## config.mk

```make
export PLATFORM = sky130hd
export DESIGN_NAME = uart_receive
export DESIGN_NICKNAME = d
export VERILOG_FILES = /design/src/rtl/uart_receive.sv
export SDC_FILE = /design/constraint.sdc
export NUM_CORES = 1
export LEC_CHECK = 0
export ABC_AREA = 1
export ABC_CLOCK_PERIOD_IN_PS = 2000
export CAP_MARGIN = 20
export CELL_PAD_IN_SITES_DETAIL_PLACEMENT = 0
export CELL_PAD_IN_SITES_GLOBAL_PLACEMENT = 1
export CORE_UTILIZATION = 46
export CTS_BUF_LIST = sky130_fd_sc_hd__clkbuf_4 sky130_fd_sc_hd__clkbuf_8
export CTS_CLUSTER_DIAMETER = 80
export CTS_CLUSTER_SIZE = 25
export DETAILED_ROUTE_END_ITERATION = 10
export PLACE_DENSITY = 0.84
export RECOVER_POWER = 100
export SYNTH_ARGS = -nofsm -noshare
export SYNTH_HDL_FRONTEND = slang
export SYNTH_SLANG_ARGS = --single-unit
```

## constraint.sdc

```tcl
create_clock -name clk -period 2 [get_ports clk]
set_input_delay 0.4 -clock clk [delete_from_list [all_inputs] [get_ports clk]]
set_output_delay 0.4 -clock clk [all_outputs]
set_load 0.01 [all_outputs]
```

## src/rtl/uart_receive.sv

```systemverilog
// 8N1 UART receiver: two-flop line synchroniser, start-edge detect, mid-bit
// sampling, one-cycle valid / frame_err strobes with a break-hold state.
module uart_receive #(
  parameter int CLKS_PER_BIT = 16,
  parameter int CNT_W        = 8
) (
  input  logic       clk,
  input  logic       rst,
  input  logic       rxd,
  output logic [7:0] word,
  output logic       valid,
  output logic       frame_err,
  output logic       busy
);

  localparam logic [2:0] S_IDLE  = 3'd0;
  localparam logic [2:0] S_START = 3'd1;
  localparam logic [2:0] S_DATA  = 3'd2;
  localparam logic [2:0] S_STOP  = 3'd3;
  localparam logic [2:0] S_BREAK = 3'd4;

  localparam logic [CNT_W-1:0] HALF_LAST = CNT_W'(CLKS_PER_BIT / 2 - 1);
  localparam logic [CNT_W-1:0] BIT_LAST  = CNT_W'(CLKS_PER_BIT - 1);

  logic [2:0]       state_reg;
  logic [CNT_W-1:0] cnt_reg;
  logic [2:0]       bit_idx_reg;
  logic [7:0]       shift_reg;
  logic             sync1_reg;
  logic             sync2_reg;
  logic             rx_s;

  assign rx_s = sync2_reg;

  always_ff @(posedge clk or negedge rst) begin
    if (!rst) begin
      state_reg   <= S_IDLE;
      cnt_reg     <= '0;
      bit_idx_reg <= '0;
      shift_reg   <= '0;
      sync1_reg   <= 1'b1;
      sync2_reg   <= 1'b1;
      word        <= 8'h00;
      valid       <= 1'b0;
      frame_err   <= 1'b0;
      busy        <= 1'b0;
    end else begin
      sync1_reg <= rxd;
      sync2_reg <= sync1_reg;
      valid     <= 1'b0;
      frame_err <= 1'b0;

      case (state_reg)
        S_IDLE: begin
          if (!rx_s) begin
            state_reg <= S_START;
            cnt_reg   <= '0;
            busy      <= 1'b1;
          end
        end

        // A line that is high again at mid-start was only a glitch.
        S_START: begin
          if (cnt_reg == HALF_LAST) begin
            cnt_reg <= '0;
            if (!rx_s) begin
              state_reg   <= S_DATA;
              bit_idx_reg <= '0;
            end else begin
              state_reg <= S_IDLE;
              busy      <= 1'b0;
            end
          end else begin
            cnt_reg <= cnt_reg + CNT_W'(1);
          end
        end

        S_DATA: begin
          if (cnt_reg == BIT_LAST) begin
            cnt_reg   <= '0;
            shift_reg <= {rx_s, shift_reg[7:1]};
            if (bit_idx_reg == 3'd7) begin
              state_reg <= S_STOP;
            end else begin
              bit_idx_reg <= bit_idx_reg + 3'd1;
            end
          end else begin
            cnt_reg <= cnt_reg + CNT_W'(1);
          end
        end

        // Returning to IDLE at the stop centre lets a back-to-back start edge
        // in the second half of the stop bit be caught.
        S_STOP: begin
          if (cnt_reg == BIT_LAST) begin
            cnt_reg <= '0;
            if (rx_s) begin
              word      <= shift_reg;
              valid     <= 1'b1;
              state_reg <= S_IDLE;
              busy      <= 1'b0;
            end else begin
              frame_err <= 1'b1;
              state_reg <= S_BREAK;
            end
          end else begin
            cnt_reg <= cnt_reg + CNT_W'(1);
          end
        end

        S_BREAK: begin
          if (rx_s) begin
            state_reg <= S_IDLE;
            cnt_reg   <= '0;
            busy      <= 1'b0;
          end
        end

        default: begin
          state_reg <= S_IDLE;
          cnt_reg   <= '0;
          busy      <= 1'b0;
        end
      endcase
    end
  end

endmodule

```

# After elaboration in Yosys (flattened, before gate mapping)
# Index checks and enable logic that the tools add are counted.
[word_totals] latch_bits=0 ram_bits=0 in_bits=3 register_bits=35 mem_bits_ro=0 out_inout_bits=11 elab_cells=67 mem_count=0
[classes] n_div=0 n_lt_le_gt_ge=0 eq_ne=15 n_addsub=2 shift=0 bitwise=1 n_mux=30 reduce_logical=9 n_mul=0
[ops] operator="$mux W3" count=11
[ops] operator="$mux W8" count=4
[ops] operator="$pmux W8 S4" count=1
[ops] operator="$ne A2 B2 Y1 const B" count=8
[ops] operator="$pmux W3 S5" count=1
[ops] operator="$mux W1" count=10
[ops] operator="$add A8 B1 Y8 const B" count=1
[ops] operator="$eq A8 B3 Y1 const B" count=1
[ops] operator="$eq A8 B4 Y1 const B" count=1
[ops] operator="$eq A3 B2 Y1 const B" count=2
[ops] operator="$eq A3 B3 Y1 const B" count=2
[ops] operator="$pmux W3 S2" count=1
[ops] operator="$reduce_and A6 Y1" count=1
[ops] operator="$pmux W1 S5" count=1
[ops] operator="$reduce_and A5 Y1" count=1
[ops] operator="$reduce_and A2 Y1" count=2
[ops] operator="$reduce_and A4 Y1" count=1
[ops] operator="$add A3 B1 Y3 const B" count=1
[ops] operator="$eq A3 B1 Y1 const B" count=1
[ops] operator="$logic_not A3 Y1" count=1
[ops] operator="$reduce_and A3 Y1" count=1
[ops] operator="$mux W2" count=1
[ops] operator="$reduce_bool A2 Y1" count=1
[ops] operator="$reduce_or A2 Y1" count=1
[ops] operator="$not A1 Y1" count=1

# Longest topological paths before layout
[depth] depth_word=4 ltp_mapped=8 mapped_depth_nobuf=8

# Worst setup path before layout
# OpenSTA, ideal clock, no wires.
[synth_path] path_type="register to register" start="register cnt_reg[0]" end="register word[3]" path_stages_with_launch=8 t_arrival_ps=1293 required_ps=1882 synth_period_minus_slack_ps=1411 setup_time_ps=118 setup_slack_ps=589 cell_sequence="dfrtp_1 -> ha_1 -> nand3_2 -> nor2_8 -> nand3b_4 -> buf_6 -> nand2_1 -> o21ai_2"
[synth_via] elab_chain_len=2
[synth_lines] element="start: declaration" line_no="26" text="logic [CNT_W-1:0] cnt_reg;"
[synth_lines] element="start signal: assignment" line_no="74" text="cnt_reg <= cnt_reg + CNT_W'(1);"
[synth_lines] element="start signal: assignment" line_no="88" text="cnt_reg <= cnt_reg + CNT_W'(1);"
[synth_lines] element="start signal: assignment" line_no="107" text="cnt_reg <= cnt_reg + CNT_W'(1);"
[synth_lines] element="$eq A8 B4 Y1" line_no="95" text="if (cnt_reg == BIT_LAST) begin"
[synth_lines] element="$reduce_and A3 Y1 (no source line)"
[synth_lines] element="end signal: assignment" line_no="98" text="word <= shift_reg;"
[synth_lines] element="end: declaration" line_no="10" text="output logic [7:0] word,"
# Every way passes these cells.
# A chain may end at the register's enable or synchronous reset.

# Worst setup path in the final report
[layout_path] start="register word[1]" end="output port word[1]"
# No word-level cell between the ends.

==> metrics.md <==
| Metric | Value |
|---|---|
| Syn nets | 201 |
| Hold path start | sync1_reg |
| CTS Buf Count | 5 |
| Slowest-stage cell, CP | dlygate4sd3_1 |
| Setup TNS | 0 ns |
| Final worst slack | 0.3289 ns |
| R2R setup slack | 0.36 ns |
| Post CTS Setup Buffer Count | 0 |
| Reg2reg end | state_reg[0] |
| CP max stage delay | 0.60 ns |
| # hold bufs at CTS | 0 |
| Total GRT Usage | 17.84% |
| Drt initial violations | 129 |
| Number of distinct library cells after synthesis | 25 |
| Vias in the first global route | 1,219 |
| DIE AREA | roughly 4000 um2 |
| Routed WL per cell | 12.08 um |
| Power Density | around 1100 nW/um2 |
| Overflow after GRT | 0 |
| Final max-slew violation count | 0 |
| Top FF cell, synth | dfrtp_1 |
| Switching pwr | 688.5 uW |
| Clk sinks | 35 |
| CP Capture Type | output port |
| Cell area after layout | 1959 um2 |
| # Max-Cap Violations | 0 |
| Skew-Pair Late Insertion Delay | 0.28 ns |
| Status | completed |
| CTS Buffer Depth | 2 |
| Hold Path Sink | rx_s |
| Post-layout min period | 1.671 ns |
| Diode count | 0 |
| CP Data Required Time | roughly 1.6 ns |
| Synthesized area per cell | 8.874 um2 |
| Drt pass-1 iters | 4 |
| Gate count of the mapped netlist | between 150 and 200 |
| DRT antenna net count | 0 |
| PortBufs | 13 |
| Setup Viol. Count Final | 0 |
| Asr flop ratio synth | 100.0% |
| CP startpoint kind | flop |
| Max frequency | 598.4 MHz |
| CTS tree | yes |
| Post-layout net count | 220 |
| Worst Hold Class | flop to flop |
| Final Power | 2.064 mW |
| Share of cells above drive strength 1 | a little over a tenth |
| Final period util | 83.55% |
| Combinational power share | 25.7% |
| Max VDD drop | 0.5341 mV |
| Worst Path Class, Setup | flop to output port |
| Initial antenna violation count | 0 |
| Leading cell types in the layout, fill and taps excluded | nand2_1 (55), dfrtp_1 (33), o21ai_0 (23) |
| Core Area | 3468 um2 |
| Root Buffer | clkbuf_8 |
| Max Clock Skew | 0.005637 ns |
| Most common cell after layout, fill and taps aside | nand2_1 |
| Total number of vias | 1,311 |
| Clock share of power | about a third |
| Synth Register Bits | 35 |
| Vias per cell | 5.023 |
| Pin count of the biggest net entering global routing | 36 |
| RSZ-0062 raised after global routing | false |
| R2R depth | 7 |
| I/O pins | 14 |
| Worst-path maximum fanout | 2 |
| Post-CTS resize count | 0 |
| Critical path buffer and inverter count | 1 |
| Top-area cell type share of the netlist area | 47.72% |
| Sw Ratio | 33.36% |
| Dpl ws | 0.4307 ns |
| Initial Util | 49.89% |
| Ranking of synthesized cells by area | dfrtp_1 (48%), nand2_1 (12%), o21ai_2 (8.1%) |
| Die width | between 60 and 70 um |
| Critical path arrival | 1.27 ns |
| Synth warnings | 0 |
| # DRC | 0 |
| Least-Margin Pin Slew | 0.8441 ns |
| CP delay by family, top | buffers and inverters |
| Sequential share of power | 41.8% |
| Final hold vios | 0 |
| LEAKAGE | 0.9865 nW |
| Hold path cells | 0 |
| Synth Cell Area | roughly 1700 um2 |
| Synth area leader | dfrtp_1 |
| RD Place Congestion | ~0.90 |
| Rel. slew slack | 43.72% |
| Worst r2r src | cnt_reg[0] |
| Post-synth EDFFs | 0 |
| Seq/Total Area, Yosys | between 50% and 60% |
| # H-tree levels | 2 |
| Area grow syn2layout | 13.23% |
| Clk pin slew, worst setup/hold paths | about 0.070 ns |
| Placed inst area | 1903 um2 |
| Row count | 21 |
| P_int | 1.375 mW |
| Die height | ~63 um |
| First-pass GRT wire length | 5520 um |
| Final HPWL DP | 2370 um |
| Worst-path cell chain | dlygate4sd3_1 |
| Final wirelength | roughly 3200 um |
==> through the flow <==
step / hold slack, ns / util (%) / instances
global placement: 0.3469 / 54.87 / 253
detailed placement: 0.3491 / 54.87 / 253
finish: 0.3634 / 56.49 / 261
CTS: 0.3599 / 58.37 / 261
global route: 0.3660 / 56.49 / 261
floorplan: 0.1044 / - / 195
==> per-layer routing <==
| layer | track usage [%] | vias up | wire length, um |
|---|---|---|---|
| li1 | - | 660 | - |
| met1 | 23.27 | 624 | 1486 |
| met2 | 28.06 | 20 | 1513 |
| met3 | 5.072 | 7 | 106 |
| met4 | 6.534 | 0 | 46 |
| met5 | 0 | - | 0 |
==> layout make-up <==
type | instances | area, um2
flip-flops and latches | 35 | 878.3
inverters | 23 | 86.33
multi-input cells | 135 | 680.7
clock inverters | 2 | 38.79
repair buffers | 14 | 135.1
well taps | 46 | 57.56
clock buffers | 6 | 82.58
fillers | 346 | 1509
==> cells in the mapped netlist (2+ instances only) <==
library cell  count
nand2_1          55
dfrtp_1          33
inv_1            20
nor2_1           17
o21ai_2          16
nand3_1          15
o21ai_0           8
ha_1              3
inv_2             3
o21ai_1           3
xor2_1            3
buf_6             2
dfstp_2           2
nand3_2           2
nor2_2            2
nor3_1            2
==> worst max-delay path by stage <==
stage,endpoint,cells after the start,slack [ns],startpoint
2_1_floorplan,word[3],7,0.59,cnt_reg[0]
3_3_place_gp,word[4],6,0.50,cnt_reg[0]
3_5_place_dp,word[4],6,0.43,cnt_reg[0]
4_1_cts,word[1],1,0.40,word[1]
5_1_grt,state_reg[0],7,0.21,cnt_reg[0]
6_report,word[1],1,0.33,word[1]
==> cell families (layout without fill, tap and decap cells) <==
family | Yosys count | after routing | share of synthesized area (%)
xor+xnor | 3 | 3 | 1.519
buf+inv | 25 | 45 | 6.290
compound gates | 30 | 30 | 12.58
fa+ha+maj | 3 | 3 | 2.169
simple gates | 99 | 99 | 26.68
flops | 35 | 35 | 50.76
==> power by group through the flow <==
stage	logic, mW	clock network, mW	registers (mW)
floorplan	0.411	0	0.866
global placement	0.553	0	0.874
detailed placement	0.548	0	0.879
CTS	0.550	0.687	0.866
global route	0.618	0.710	0.878
finish	0.530	0.670	0.864
(Power assumes the default switching activity.)
